**src/rtl/exe_arb_pkg.sv**
```systemverilog
// Shared types and constants for the two-requester execution-unit arbiter.
// Flag indices define the bit order of the {NF, PF, BF1, BF0} flag vector.
package exe_arb_pkg;

    typedef enum logic [1:0] {
        IDLE,
        EXEC,
        RESP
    } arb_state_t;

    localparam int FLAG_BF0  = 0;
    localparam int FLAG_BF1  = 1;
    localparam int FLAG_PF   = 2;
    localparam int FLAG_NF   = 3;
    localparam int NUM_FLAGS = 4;
    localparam int NUM_REQ   = 2;

endpackage

```
**src/rtl/exe_unit.sv**
```systemverilog
// Small combinational ALU: oper[2:0] selects the operation and oper[3] inverts the result.
// BF0 = carry/borrow out, BF1 = zero result, PF = even parity, NF = result MSB.
module exe_unit #(
    parameter int M = 4,
    parameter int N = 4
) (
    input  logic [M-1:0] i_argA,
    input  logic [M-1:0] i_argB,
    input  logic [N-1:0] i_oper,
    output logic [M-1:0] o_result,
    output logic         o_BF0,
    output logic         o_BF1,
    output logic         o_PF,
    output logic         o_NF
);

    logic [M:0] ext_a;
    logic [M:0] ext_b;
    logic [M:0] raw;

    // Bit M of raw carries the carry-out, the borrow or the bit shifted out.
    always_comb begin
        ext_a = {1'b0, i_argA};
        ext_b = {1'b0, i_argB};
        case (i_oper[2:0])
            3'd0:    raw = ext_a + ext_b;
            3'd1:    raw = ext_a - ext_b;
            3'd2:    raw = ext_a & ext_b;
            3'd3:    raw = ext_a | ext_b;
            3'd4:    raw = ext_a ^ ext_b;
            3'd5:    raw = {i_argA, 1'b0};
            3'd6:    raw = {i_argA[0], 1'b0, i_argA[M-1:1]};
            default: raw = ext_a + (M+1)'(1);
        endcase
        o_result = i_oper[3] ? ~raw[M-1:0] : raw[M-1:0];
    end

    assign o_BF0 = raw[M];
    assign o_BF1 = (o_result == '0);
    assign o_PF  = ~^o_result;
    assign o_NF  = o_result[M-1];

endmodule

```
**src/rtl/rr_arb2.sv**
```systemverilog
// Two-way round-robin grant: on a tie the requester that did not win last time is chosen.
module rr_arb2 (
    input  logic [1:0] i_req_valid,
    input  logic       i_last_id,
    output logic [1:0] o_grant,
    output logic       o_grant_id
);

    always_comb begin
        if (i_req_valid == 2'b11) begin
            o_grant_id = ~i_last_id;
        end else begin
            o_grant_id = ~i_req_valid[0];
        end
        if (|i_req_valid) begin
            o_grant = o_grant_id ? 2'b10 : 2'b01;
        end else begin
            o_grant = 2'b00;
        end
    end

endmodule

```
**src/rtl/exe_unit_arbiter.sv**
```systemverilog
// Shares one exe_unit between two valid/ready requesters with round-robin arbitration,
// registering operands, then result/flags, and returning the response to the issuer.
module exe_unit_arbiter
    import exe_arb_pkg::*;
#(
    parameter int M     = 4,
    parameter int N     = 4,
    parameter int CNT_W = 8
) (
    input  logic                         i_clk,
    input  logic                         i_rst_n,
    input  logic [NUM_REQ-1:0]           i_req_valid,
    output logic [NUM_REQ-1:0]           o_req_ready,
    input  logic [NUM_REQ-1:0][M-1:0]    i_argA,
    input  logic [NUM_REQ-1:0][M-1:0]    i_argB,
    input  logic [NUM_REQ-1:0][N-1:0]    i_oper,
    output logic [NUM_REQ-1:0]           o_rsp_valid,
    input  logic [NUM_REQ-1:0]           i_rsp_ready,
    output logic [M-1:0]                 o_result,
    output logic [NUM_FLAGS-1:0]         o_flags,
    output logic                         o_busy,
    output logic [CNT_W-1:0]             o_op_count
);

    arb_state_t             state_q, state_d;
    logic                   last_id_q, last_id_d;
    logic                   id_q, id_d;
    logic [M-1:0]           opA_q, opA_d;
    logic [M-1:0]           opB_q, opB_d;
    logic [N-1:0]           oper_q, oper_d;
    logic [M-1:0]           result_q, result_d;
    logic [NUM_FLAGS-1:0]   flags_q, flags_d;
    logic [NUM_REQ-1:0]     rsp_valid_q, rsp_valid_d;
    logic [CNT_W-1:0]       count_q, count_d;

    logic [NUM_REQ-1:0]     grant;
    logic                   grant_id;
    logic [M-1:0]           alu_result;
    logic [NUM_FLAGS-1:0]   alu_flags;

    rr_arb2 u_arb (
        .i_req_valid (i_req_valid),
        .i_last_id   (last_id_q),
        .o_grant     (grant),
        .o_grant_id  (grant_id)
    );

    exe_unit #(.M(M), .N(N)) u_exe (
        .i_argA   (opA_q),
        .i_argB   (opB_q),
        .i_oper   (oper_q),
        .o_result (alu_result),
        .o_BF0    (alu_flags[FLAG_BF0]),
        .o_BF1    (alu_flags[FLAG_BF1]),
        .o_PF     (alu_flags[FLAG_PF]),
        .o_NF     (alu_flags[FLAG_NF])
    );

    // Ready is suppressed while reset is held so nothing appears accepted during reset.
    assign o_req_ready = (state_q == IDLE && i_rst_n) ? grant : '0;

    always_comb begin
        state_d     = state_q;
        last_id_d   = last_id_q;
        id_d        = id_q;
        opA_d       = opA_q;
        opB_d       = opB_q;
        oper_d      = oper_q;
        result_d    = result_q;
        flags_d     = flags_q;
        rsp_valid_d = rsp_valid_q;
        count_d     = count_q;
        case (state_q)
            IDLE: begin
                if (|grant) begin
                    opA_d     = i_argA[grant_id];
                    opB_d     = i_argB[grant_id];
                    oper_d    = i_oper[grant_id];
                    id_d      = grant_id;
                    last_id_d = grant_id;
                    state_d   = EXEC;
                end
            end
            EXEC: begin
                result_d    = alu_result;
                flags_d     = alu_flags;
                rsp_valid_d = id_q ? 2'b10 : 2'b01;
                state_d     = RESP;
            end
            RESP: begin
                if (i_rsp_ready[id_q]) begin
                    rsp_valid_d = '0;
                    count_d     = count_q + CNT_W'(1);
                    state_d     = IDLE;
                end
            end
            default: begin
                state_d = IDLE;
            end
        endcase
    end

    always_ff @(posedge i_clk or negedge i_rst_n) begin
        if (!i_rst_n) begin
            state_q     <= IDLE;
            last_id_q   <= 1'b1;
            id_q        <= 1'b0;
            opA_q       <= '0;
            opB_q       <= '0;
            oper_q      <= '0;
            result_q    <= '0;
            flags_q     <= '0;
            rsp_valid_q <= '0;
            count_q     <= '0;
        end else begin
            state_q     <= state_d;
            last_id_q   <= last_id_d;
            id_q        <= id_d;
            opA_q       <= opA_d;
            opB_q       <= opB_d;
            oper_q      <= oper_d;
            result_q    <= result_d;
            flags_q     <= flags_d;
            rsp_valid_q <= rsp_valid_d;
            count_q     <= count_d;
        end
    end

    assign o_rsp_valid = rsp_valid_q;
    assign o_result    = result_q;
    assign o_flags     = flags_q;
    assign o_busy      = (state_q != IDLE);
    assign o_op_count  = count_q;

endmodule

```
**config.mk**
```make
export PLATFORM = sky130hd
export DESIGN_NAME = exe_unit_arbiter
export DESIGN_NICKNAME = d
export VERILOG_FILES = /design/src/rtl/exe_arb_pkg.sv /design/src/rtl/exe_unit.sv /design/src/rtl/rr_arb2.sv /design/src/rtl/exe_unit_arbiter.sv
export SDC_FILE = /design/constraint.sdc
export NUM_CORES = 1
export LEC_CHECK = 0
export CAP_MARGIN = 20
export CORE_MARGIN = 8
export CORE_UTILIZATION = 35
export CTS_BUF_LIST = sky130_fd_sc_hd__clkbuf_8
export DETAILED_ROUTE_END_ITERATION = 10
export GPL_TIMING_DRIVEN = 0
export PLACE_DENSITY = 0.62
export SYNTH_ARGS = -nofsm -noshare
export SYNTH_HDL_FRONTEND = slang
export SYNTH_SLANG_ARGS = --single-unit
```
**constraint.sdc**
```tcl
create_clock -name i_clk -period 3.7 [get_ports i_clk]
set_input_delay 1.11 -clock i_clk [delete_from_list [all_inputs] [get_ports i_clk]]
set_output_delay 1.11 -clock i_clk [all_outputs]
set_load 0.01 [all_outputs]
```
-- Word-level counts from Yosys, hierarchy flattened
Index checks and enable logic that the tools add are counted.
- logic and storage cells: 65
- flip-flop bits (word level): 34
- output and inout port bits: 21
- input port bits: 30
- equality and inequality tests: 11
- muxes and demuxes: 19
- reduce and logical (&&, ||, !) cells: 13
- add/subtract/negate cells: 4
- bitwise operators: 6
- order comparisons: 2
- operator list (cell ; number):
    one-hot mux 5 bit (7 select lines) ; 1
    2-to-1 mux 4 bit ; 7
    2-to-1 mux 2 bit ; 6
    equality test 3 bit (second input constant) ; 3
    adder 8 x 1 -> 8 bit (second input constant) ; 1
    AND reduction 2 bit ; 4
    equality test 3 x 2 -> 1 bit (second input constant) ; 2
    one-hot mux 2 bit (3 select lines) ; 1
    adder 4 x 1 -> 5 bit (second input constant) ; 1
    adder 4 x 4 -> 5 bit ; 1
    subtractor 4 x 4 -> 5 bit ; 1
    bitwise AND 4 bit ; 1
    equality test 2 bit (second input constant) ; 2
    logical NOT 4 bit ; 1
    less-than comparator 1 x 2 -> 1 bit (second input constant) ; 2
    inverter 4 bit ; 1
    bitwise OR 4 bit ; 1
    one-hot mux 2 bit (2 select lines) ; 1
    nonzero test 2 bit ; 2
    OR reduction 2 bit ; 2
    XNOR reduction 4 bit ; 1
    bitwise XOR 4 bit ; 1
    equality test 3 x 1 -> 1 bit (second input constant) ; 1
    logical NOT 3 bit ; 1
    7 further kinds ; 10

-- Logic depth before layout (Yosys ltp)
Gate-level depths: netlist of the first run.
- depth after elaboration: 7
- gate-level depth with buffers: 14
- mapped depth without buffers: 14

-- Modules after synthesis
Synthesis of the first run repeated with hierarchy kept, for this count alone.
- cell total of the unflattened synthesis: 235
- area, all modules: 2309.7 um^2
- modules (own cells, without submodules) (module ; area each (um^2) ; cells each ; instances ; sequential area each (um^2)):
    exe_unit_arbiter ; 1542.7 ; 126 ; 1 ; 852.1
    exe_unit ; 745.7 ; 105 ; 1 ; 0.0
    rr_arb2 ; 21.3 ; 4 ; 1 ; 0.0

-- Worst setup path before layout of the first run
No wires, ideal clock.
- path type: flip-flop to flip-flop
- from: reg oper_q[1]
- to: reg flags_q[2], in the netlist o_flags[2]
- clock period less this slack: 3.246 ns
- data arrival time: 3.163 ns
- buffers on the path: 2
- setup slack: 0.454 ns
- stages on the path, launching flop included: 14
- library setup time: 0.083 ns
- data required time: 3.617 ns
- cells stage by stage: dfrtp_1 buf_2 buf_4 or2_2 a211oi_1 ha_1 nor2b_1 or4b_1 and4b_4 a21oi_1 xnor2_1 ha_1 xor2_1 o21ai_0
- longest elaborated chain between the ends: 5
- elaborated cells between the ends (all ways): 11
- ends and longest elaborated chain (what ; RTL line ; source):
    start, declared ; exe_unit_arbiter.sv:30 ; logic [N-1:0] oper_q, oper_d;
    start signal, assigned ; exe_unit_arbiter.sv:121 ; oper_q <= oper_d;
    equality test 3 bit, or another cell as far along ; exe_unit.sv:25 ; case (i_oper[2:0])
    one-hot mux 5 bit (7 select lines) * ; exe_unit.sv:25 ;
    inverter 4 bit ; exe_unit.sv:35 ; o_result = i_oper[3] ? ~raw[M-1:0] : raw[M-1:0];
    2-to-1 mux 4 bit * ; exe_unit.sv:35 ;
    XNOR reduction 4 bit * ; exe_unit.sv:40 ; assign o_PF = ~^o_result;
    end signal, assigned ; exe_unit_arbiter.sv:123 ; flags_q <= flags_d;
    end, declared ; exe_unit_arbiter.sv:32 ; logic [NUM_FLAGS-1:0] flags_q, flags_d;
Every way passes the cells marked *; elsewhere a longest branch is shown, timed or not.
A chain may end at the register's enable or synchronous reset.

-- Worst setup path after layout of the first run
- from: in i_req_valid[1]
- to: out o_req_ready[1]
- longest elaborated chain between the ends: 5
- elaborated cells between the ends (all ways): 6
- ends and longest elaborated chain (what ; RTL line ; source):
    start, declared ; exe_unit_arbiter.sv:12 ; input logic [NUM_REQ-1:0] i_req_valid,
    equality test 2 bit ; rr_arb2.sv:10 ; if (i_req_valid == 2'b11) begin
    2-to-1 mux 1 bit ; rr_arb2.sv:10 ;
    2-to-1 mux 2 bit ; rr_arb2.sv:16 ; o_grant = o_grant_id ? 2'b10 : 2'b01;
    2-to-1 mux 2 bit * ; rr_arb2.sv:15 ; if (|i_req_valid) begin
    2-to-1 mux 2 bit * ; exe_unit_arbiter.sv:60 ; assign o_req_ready = (state_q == IDLE && i_rst_n) ? grant : '0;
    end, declared ; exe_unit_arbiter.sv:13 ; output logic [NUM_REQ-1:0] o_req_ready,
Marks and branches as above.

==> results.md, run 1 <==
* Status: complete, no violations
* Area contributors post-synth: dfrtp_1 36%, ha_1 9.0%, mux2i_1 7.2%
* Routed WL at between 5 and 6 mm
* Antenna violations before repair at 0
* Hold Slack at 0.4642 ns
* Final ANT Viol Nets at 0
* DP HPWL at 4.207 mm
* Syn-to-layout area delta at 33.43%
* FF+latch count, synth at 33
* R2R Setup Slk at 0.22 ns
* Cell taking the most area after synthesis: dfrtp_1
* Worst hold path type: reg -> reg
* WP data arrival at between 2 and 2.5 ns
* Clock Tree Buf Depth at 2
* Rows at 29
* Wirelength per Cell at 14.25 um
* Global-route wire length before repair at just over 9 mm
* Design Area, Final at 2962 um2
* DRC at 0
* Total CTS buffers at 5
* Clock latency on the worst-skew pair at just under 0.3 ns
* Crit start category: input port
* CTS tree: yes
* Ys flop type: dfrtp_1
* Worst hold path stage count at 2
* Number of flops mapped to enable cells by yosys at 0
* Fill count at 651
* Total grt overflow at 0
* Share of layout cells above drive strength 1 at 11.37%
* Post-placement cell area at around 2800 um2
* Beginning of the worst hold path: o_flags[1]
* Leakage at between 1 and 1.5 nW
* Period utilization at 95.12%
* Final Hold Viols at 0
* Post-Syn Area at about 2200 um2
* Core ar. at about 6200 um2
* Mapped Nets at between 200 and 300
* Vias post-DR at ~1,900
* Synth Instances at 239
* VDD IR max at 0.0003374 V
* RR Startpoint: oper_q[1]
* Seq/Total Area, Yosys at between 30 and 40%
* Iteration-0 DRC count of the detailed router at about 110
* Clock net sink count at 33
* Fin crit period at around 3.5 ns
* Initial Utilization at 35.57%
* Crit path from: i_req_valid[1]
* DRT Pass-1 Iters at 4
* Power per cell area at 877.3 nW/um2
* NumNets Final at between 300 and 400
* Number of diodes at 0
* Routability congestion estimate at approximately 0.90
* Asr flop ratio synth at 100.0%
* Mean Syn Cell Area at 9.287 um2
* Syn. warnings at 0
* PortBufs at 50
* GRT Resource Usage Total at 12.77%
* Max-slew violation count at 0
* Distinct cells, synth at 47
* Ports at 51
* Power, Total at between 2 and 3 mW
* RSZ-0062 raised after global routing: false
* Max-Cap Viols at 0
* FF-to-FF End: o_flags[2]
* Worst reg-to-reg path cell count at 13
* Post-CTS Hold Fix Bufs at 0
* Post-synth top area share at 36.08%
* Crit path max fanout at 10
* CTS H-tree lvls at 2
* Die area at between 9000 and 10,000 um2
* Clk root buf: clkbuf_8
* Vias in the first global route at about 1,900
* Post-DR vias/cell at between 4 and 5
* Crit. End Element: primary output
* Largest net degree at the start of global routing at 36
* Clock-pin slew on the worst setup and hold paths at roughly 0.070 ns
* Worst slew pin tran at 0.4934 ns
* Clock skew at 0.008220 ns
* Chip width at approximately 96 um
* Critical path class: in -> out
* Fmax achieved at between 200 and 300 MHz
* Required time of the worst setup path at around 2.6 ns
* Worst Hold End: o_flags[1]
* Die Y-Extent at around 96 um
* Setup WS post-layout at approximately 0.18 ns
* DP Worst Slack at -0.5153 ns
* Slew headroom at 67.11%
* Final setup violation count at 0
[sequential cells by signal, summed over array words and instances (netlist names), 2 cells and up]
name	flops
oper_q	4
opB_q	4
opA_q	4
o_op_count	8
o_result	4
state_q	2
o_rsp_valid	2
o_flags	3
[cell families after synthesis]
kind of cell	count (synthesis)	share of synthesized area [%]
mux	20	9.244
fa+ha+maj	17	9.921
xor+xnor	16	6.314
buf+inv	29	5.637
flops	33	37.26
compound gates	50	13.64
simple gates	74	17.98
[stage by stage]
stage | TNS (ns) | cells | util (%)
after floorplan | 0 | 239 | -
after global placement | -2.021 | 366 | 45.13
after detailed placement | -0.8598 | 366 | 45.05
after CTS | 0 | 376 | 47.45
after global routing | 0 | 376 | 47.45
final | 0 | 376 | 47.45
[repair_timing]
item	in CTS	in global routing
resized for setup	7	0
buffers inserted	2	0
setup endpoints to repair	2	0
[area by class of cell]
cell class	instances	area [um2]	share of cell area, %
Clock inverter	2	33.78	1.141
Clock buffer	6	82.58	2.788
Multi-Input combinational cell	177	1280	43.22
Timing Repair Buffer	52	510.5	17.24
Sequential cell	33	827.0	27.93
Buffer	12	67.56	2.281
Tap cell	77	96.34	3.253
Inverter	17	63.81	2.155
[worst max-delay path by stage]
stage | to | slack [ns] | cells past startpoint
4_1_cts | o_flags[2] | 0.15 | 13
3_3_place_gp | o_req_ready[0] | -1.03 | 4
6_report | o_req_ready[1] | 0.18 | 6
3_5_place_dp | o_req_ready[1] | -0.52 | 6
5_1_grt | o_flags[2] | 0.02 | 13
2_1_floorplan | o_flags[2] | 0.45 | 13
[synth_stat cells (2+ instances only)]
cell type,count
dfrtp_1,32
nor2_1,24
a21oi_1,19
inv_1,17
ha_1,16
mux2i_1,16
nand2_1,15
o21ai_0,15
xnor2_1,8
xor2_1,8
buf_2,7
nor2b_1,6
mux2_2,4
nand3_1,4
a211oi_1,3
and3_1,3
nand4_1,3
nor3_1,3
a22oi_1,2
buf_4,2
clkbuf_1,2
nand2b_1,2
nor3b_1,2
o22ai_1,2
or2_2,2
[placed cells by master (no fill, tap or decap), drive strengths merged, types with 2 or more instances in the layout]
cell,instances
nand2,15
nand4,3
nor3b,3
dlygate4sd2,2
mux2,4
o22ai,2
and4b,2
a211oi,3
ha,16
buf,13
or2,2
and3,3
nor2,25
clkdlybuf4s50,47
clkbuf,8
a22oi,2
mux2i,16
nor2b,6
dfrtp,32
nor3,4
xnor2,8
nand2b,2
xor2,8
nand3,5
a21oi,19
inv,18
o21ai,16
[metal layers]
layer	GRT usage [%]	vias to the layer above	part of all wire, %
met4	4.866	0	1.2
li1	-	940	-
met5	0	-	0
met2	19.43	48	48
met1	16.89	874	46
met3	3.386	4	5.1
[report_power, final]
group / internal, mW / switching, mW / total, mW
Combinational: 0.753 / 0.796 / 1.55
Sequential: 0.524 / 0.171 / 0.696
Clock: 0.217 / 0.137 / 0.354
Total: 1.49 / 1.10 / 2.60
[critical path, stage by stage]
cell	delay (ns)
clkdlybuf4s50_1	0.47
inv_1	0.07
o21ai_4	0.14
buf_6	0.18
and3_1	0.16
dlygate4sd2_1	0.27
(Power assumes the default switching activity.)
==> run 2, diff against run 1 <==
Settings changed: PLACE_DENSITY 0.62 to unset, PLACE_DENSITY_LB_ADDON set to 0.05.
==> results.md, run 2 (synthesized netlist as in run 1, its figures left out) <==
* Worst hold path type: reg -> reg (unchanged)
* DP HPWL at 4.199 mm (was 4.207 mm)
* Iteration-0 DRC count of the detailed router at 65 (was 109)
* Leakage at 1.362 nW (was 1.372 nW)
* Die area at 9146 um2 (unchanged)
* DRC at 0 (unchanged)
* Syn-to-layout area delta at 32.13% (was 33.43%)
* Clock skew at 0.01154 ns (was 0.008220 ns)
* Post-placement cell area at 2811 um2 (unchanged)
* Clock-pin slew on the worst setup and hold paths at 0.06 ns (was 0.07 ns)
* CTS H-tree lvls at 2 (unchanged)
* Largest net degree at the start of global routing at 36 (unchanged)
* Chip width at 95.64 um (unchanged)
* Required time of the worst setup path at 2.59 ns (about the same)
* Routed WL at 5.376 mm (was 5.359 mm)
* Crit. End Element: primary output (unchanged)
* Slew headroom at 67.24% (was 67.11%)
* Core ar. at 6241 um2 (unchanged)
* Final ANT Viol Nets at 0 (unchanged)
* Rows at 29 (unchanged)
* Clock Tree Buf Depth at 2 (unchanged)
* DRT Pass-1 Iters at 4 (unchanged)
* Global-route wire length before repair at 9.108 mm (was 9.266 mm)
* Wirelength per Cell at 14.34 um (was 14.25 um)
* VDD IR max at 0.0004072 V (was 0.0003374 V)
* PortBufs at 50 (unchanged)
* Die Y-Extent at 95.64 um (unchanged)
* CTS tree: yes (unchanged)
* Status: complete, no violations (unchanged)
* Clock latency on the worst-skew pair at 0.28 ns (was 0.29 ns)
* Post-DR vias/cell at 4.987 (was 4.963)
* Fill count at 664 (was 651)
* Worst slew pin tran at 0.4913 ns (was 0.4934 ns)
* Clock net sink count at 33 (unchanged)
* Antenna violations before repair at 0 (unchanged)
* NumNets Final at 344 (was 345)
* Clk root buf: clkbuf_8 (unchanged)
* Routability congestion estimate at 0.9097 (was 0.8965)
* DP Worst Slack at -0.5501 ns (was -0.5153 ns)
* Max FFs per register at 8 (unchanged)
* Most common cell after layout, fill and taps aside: clkdlybuf4s50_1 (unchanged)
* Crit start category: input port (unchanged)
* Crit path max fanout at 10 (unchanged)
* Critical path class: in -> out (unchanged)
* Share of layout cells above drive strength 1 at 11.74% (was 11.37%)
* Vias post-DR at 1,870 (was 1,866)
* Most frequent cells in the layout: 47 x clkdlybuf4s50_1, 32 x dfrtp_1, 24 x nor2_1 (unchanged)
* Final Hold Viols at 0 (unchanged)
* Fmax achieved at 284.6 MHz (was 284.1 MHz)
* Number of diodes at 0 (unchanged)
* Max-slew violation count at 0 (unchanged)
* Period utilization at 94.97% (was 95.12%)
* Fin crit period at 3.514 ns (was 3.519 ns)
* Total grt overflow at 0 (unchanged)
* Initial Utilization at 35.57% (unchanged)
* Design Area, Final at 2933 um2 (was 2962 um2)
* Total CTS buffers at 5 (unchanged)
* Setup_tns at 0 ns (unchanged)
* Power per cell area at 860.4 nW/um2 (was 877.3 nW/um2)
* RSZ-0062 raised after global routing: false (unchanged)
* Max-Cap Viols at 0 (unchanged)
* Final setup violation count at 0 (unchanged)
* Setup WS post-layout at 0.1862 ns (was 0.1807 ns)
* Vias in the first global route at 1,968 (was 1,906)
* Ports at 51 (unchanged)
* GRT Resource Usage Total at 12.50% (was 12.77%)
* WP data arrival at 2.40 ns (was 2.41 ns)
[run 2: repair_timing]
item / CTS / global route
buffers inserted: 1 / 0
endpoints found under the setup margin: 2 / 2
resized for setup: 6 / 2
hold buffers: 0 / 0
pin swaps: 1 / 0
[run 2: final cells by class]
type	instances	area, um2	area share (%)
Buffer	12	67.56	2.304
Timing Repair Buffer	51	506.7	17.28
Clock inverter	3	17.52	0.5973
Tap cell	77	96.34	3.285
Sequential cell	33	827.0	28.20
Clock buffer	5	68.82	2.346
Multi-Input combinational cell	177	1285	43.81
Inverter	17	63.81	2.176
[run 2: through the flow]
step | std cells | util, % | power, mW | hold slack [ns]
6_report | 375 | 46.99 | 2.523 | 0.4705
3_5_place_dp | 366 | 45.05 | 2.270 | 0.4591
2_1_floorplan | 239 | - | 1.754 | 0.5023
3_3_place_gp | 366 | 45.13 | 2.246 | 0.4561
4_1_cts | 375 | 46.87 | 2.565 | 0.4777
5_1_grt | 375 | 46.99 | 2.790 | 0.4950
[run 2: worst paths after layout]
kind                                 from        endpoint  slack (ns)  depth (start not counted)
setup / recovery           i_req_valid[1]  o_req_ready[1]        0.19                          6
hold / removal              o_op_count[7]   o_op_count[7]        0.47                          1
setup reg to reg                oper_q[1]      o_flags[2]        0.35                         13
hold reg to reg             o_op_count[7]   o_op_count[7]        0.47                          1
max in group asynchronous         i_rst_n       last_id_q        2.59                          1
min in group asynchronous         i_rst_n        opB_q[2]        0.76                          1
[run 2: layer usage]
layer	part of all wire [%]	track usage, %	vias to the layer above
li1	-	-	940
met1	49	16.81	863
met2	44	19.37	63
met3	6.4	3.386	4
met4	0.89	3.073	0
met5	0	0	-
[run 2: worst max-delay path: stages]
cell	delay, ns
clkdlybuf4s50_1	0.47
inv_1	0.07
o21ai_4	0.13
buf_6	0.18
and3_1	0.16
dlygate4sd2_1	0.28
[run 2: report_power, final]
part / switching [mW] / leakage (nW) / internal, mW / total [mW]
Combinational: 0.809 / 0.927 / 0.751 / 1.56
Sequential: 0.177 / 0.392 / 0.524 / 0.701
Clock: 0.132 / 0.0439 / 0.130 / 0.262
==> run 3, diff against run 2 <==
Settings changed: ABC_AREA set to 1, CORE_MARGIN 8 to 5, PLACE_DENSITY_LB_ADDON 0.05 to 0.08.
==> results.md, run 3 <==
* Max FFs per register at 8 (unchanged)
* Share of layout cells above drive strength 1 at 11.43% (was 11.74%)
* Syn. warnings at 0 (unchanged)
* Hold Slack at 0.4619 ns (was 0.4705 ns)
* WP data arrival at 2.49 ns (was 2.40 ns)
* Post-Syn Area at 2252 um2 (was 2220 um2)
* Largest family of logic cells by synthesized area: simple AND/OR/NAND/NOR gates (unchanged)
* Mean Syn Cell Area at 7.713 um2 (was 9.287 um2)
* Crit path max fanout at 15 (was 10)
* DRC at 0 (unchanged)
* GRT Resource Usage Total at 15.32% (was 12.50%)
* Clock Tree Buf Depth at 2 (unchanged)
* RSZ-0062 raised after global routing: false (unchanged)
* Total CTS buffers at 5 (unchanged)
* Chip width at 90.22 um (was 95.64 um)
* R2R Setup Slk at 1.05 ns (was 0.35 ns)
* VDD IR max at 0.0004953 V (was 0.0004072 V)
* Number of diodes at 0 (unchanged)
* Required time of the worst setup path at 2.59 ns (about the same)
* Crit. End Element: primary output (unchanged)
* Total grt overflow at 0 (unchanged)
* Area contributors post-synth: dfrtp_1 36%, nand2_1 12%, ha_1 8.9% (was dfrtp_1 36%, ha_1 9.0%, mux2i_1 7.2%)
* Routability congestion estimate at 0.8846 (was 0.9097)
* Clock net sink count at 33 (unchanged)
* Die area at 8139 um2 (was 9146 um2)
* DP HPWL at 4.464 mm (was 4.199 mm)
* Post-synthesis mux area share at 0% (was 9.245%)
* Most common cell in the synthesized netlist: nand2_1 (was dfrtp_1)
* Max-Cap Viols at 0 (unchanged)
* Clk root buf: clkbuf_8 (unchanged)
* Post-placement cell area at 2844 um2 (was 2811 um2)
* Compound-Gate Fraction of Synth Area at 10.06% (was 13.64%)
* Slew headroom at 69.64% (was 67.24%)
* FF-to-FF End: o_flags[2] (unchanged)
* XOR/XNOR Fraction of Synth Area at 3.111% (was 6.313%)
* Top cells by count, synth: 70 x nand2_1, 33 x inv_1, 32 x dfrtp_1 (was 32 x dfrtp_1, 24 x nor2_1, 19 x a21oi_1)
* Max-slew violation count at 0 (unchanged)
* Synth Instances at 292 (was 239)
* Die Y-Extent at 90.22 um (was 95.64 um)
* Wirelength per Cell at 13.68 um (was 14.34 um)
* Power per cell area at 926.6 nW/um2 (was 860.4 nW/um2)
* Ys flop type: dfrtp_1 (unchanged)
* CTS tree: yes (unchanged)
* DP Worst Slack at -0.4706 ns (was -0.5501 ns)
* FF+latch count, synth at 33 (unchanged)
* Post-synthesis simple-gate area fraction at 30.61% (was 17.98%)
* Setup WS post-layout at 0.1017 ns (was 0.1862 ns)
* Cell taking the most area after synthesis: dfrtp_1 (unchanged)
* NumNets Final at 396 (was 344)
* Vias in the first global route at 2,101 (was 1,968)
* Worst hold path stage count at 1 (unchanged)
* Clock skew at 0.003406 ns (was 0.01154 ns)
* Most frequent cells in the layout: 69 x nand2_1, 48 x clkdlybuf4s50_1, 34 x inv_1 (was 47 x clkdlybuf4s50_1, 32 x dfrtp_1, 24 x nor2_1)
* PortBufs at 50 (unchanged)
* Global-route wire length before repair at 10.38 mm (was 9.108 mm)
* Worst reg-to-reg path cell count at 11 (was 13)
* RR Startpoint: oper_q[1] (unchanged)
* Fin crit period at 3.598 ns (was 3.514 ns)
* Ports at 51 (unchanged)
* Routed WL at 5.841 mm (was 5.376 mm)
* Fmax achieved at 277.9 MHz (was 284.6 MHz)
* Largest net degree at the start of global routing at 35 (was 36)
* Worst hold path type: reg -> reg (unchanged)
* Worst Hold End: o_rsp_valid[0] (was o_op_count[7])
* Leakage at 1.480 nW (was 1.362 nW)
* Post-Synth Adder-Cell Area at 9.778% (was 9.921%)
* Period utilization at 97.25% (was 94.97%)
* Register area at 827.0 um2 (unchanged)
* DRT Pass-1 Iters at 6 (was 4)
* Worst slew pin tran at 0.4555 ns (was 0.4913 ns)
* CTS H-tree lvls at 2 (unchanged)
* Final Hold Viols at 0 (unchanged)
* Rows at 29 (unchanged)
* Initial Utilization at 35.67% (was 35.57%)
* Final ANT Viol Nets at 0 (unchanged)
* Vias post-DR at 2,092 (was 1,870)
* Post-synth top area share at 35.56% (was 36.08%)
* Syn-to-layout area delta at 32.17% (was 32.13%)
* Design Area, Final at 2977 um2 (was 2933 um2)
* Distinct cells, synth at 32 (was 47)
* Seq/Total Area, Yosys at 36.72% (was 37.26%)
* Final setup violation count at 0 (unchanged)
* Crit start category: input port (unchanged)
* Antenna violations before repair at 0 (unchanged)
* Status: complete, no violations (unchanged)
* Iteration-0 DRC count of the detailed router at 109 (was 65)
* Core ar. at 6314 um2 (was 6241 um2)
* Post-DR vias/cell at 4.899 (was 4.987)
* Number of flops mapped to enable cells by yosys at 0 (unchanged)
* Critical path class: in -> out (unchanged)
* Power, Total at 2.758 mW (was 2.523 mW)
* Beginning of the worst hold path: id_q (was o_op_count[7])
* Most common cell after layout, fill and taps aside: nand2_1 (was clkdlybuf4s50_1)
* Mapped Nets at 339 (was 286)
* Footprint of the multi-input gates at 1214 um2 (was 1285 um2)
* Clock-pin slew on the worst setup and hold paths at 0.07 ns (was 0.06 ns)
* Fill count at 663 (was 664)
* Clock latency on the worst-skew pair at 0.28 ns (about the same)
* Asr flop ratio synth at 100.0% (unchanged)
## run 3: repair_timing
action / in CTS / in global routing
setup endpoints to repair: 2 / 1
setup buffers: 1 / 0
gates resized for setup: 4 / 1
gates cloned: 0 / 0
hold buffers: 0 / 0
pin swaps: 1 / 0
## run 3: layer usage
metal  up-vias  share of wire [%]  GRT usage [%]
met4         0                1.2          4.218
li1       1071                  -              -
met2        55                 45          23.96
met5         -                  0              0
met1       960                 48          21.11
met3         6                5.6          3.673
## run 3: cells by family (layout without fill, tap and decap cells)
family / count (synthesis) / count (layout)
buffers and inverters: 49 / 107
AO/OA/AOI/OAI: 41 / 41
flip-flops: 33 / 33
XOR/XNOR: 8 / 8
adder cells (fa/ha/maj): 17 / 17
AND/OR/NAND/NOR: 144 / 144
## run 3: power breakdown
part,switching [mW],internal [mW]
registers,0.143,0.526
logic,1.02,0.719
clock network,0.137,0.217
## run 3: worst max-delay path by stage
stage,endpoint,slack (ns),cells past startpoint,startpoint
global placement,o_req_ready[0],-1.19,4,i_rst_n
CTS,o_req_ready[0],0.03,4,i_req_valid[0]
finish,o_req_ready[0],0.10,5,i_req_valid[1]
global route,o_req_ready[0],0.02,5,i_req_valid[1]
floorplan,o_req_ready[1],0.75,5,i_req_valid[1]
detailed placement,o_req_ready[1],-0.47,7,i_req_valid[1]
## run 3: critical path, cell delays in order
cell             delay (ns)
clkdlybuf4s50_1        0.42
nand2_1                0.11
nand2_4                0.13
nor3_1                 0.16
clkdlybuf4s50_1        0.56
## run 3: stage by stage
step | TNS (ns) | utilization, % | std cells
finish | 0 | 47.15 | 427
global route | 0 | 47.15 | 427
CTS | 0 | 47.07 | 427
detailed placement | -0.6869 | 45.05 | 419
global placement | -2.284 | 45.12 | 419
floorplan | 0 | - | 292
## run 3: final cells by class
cell class | count | area share (%)
Clock inverter | 2 | 1.135
Sequential cell | 33 | 27.78
Tap cell | 77 | 3.237
Buffer | 9 | 2.354
Clock buffer | 6 | 2.774
Timing Repair Buffer | 51 | 16.94
Inverter | 39 | 5.002
Multi-Input combinational cell | 210 | 40.77
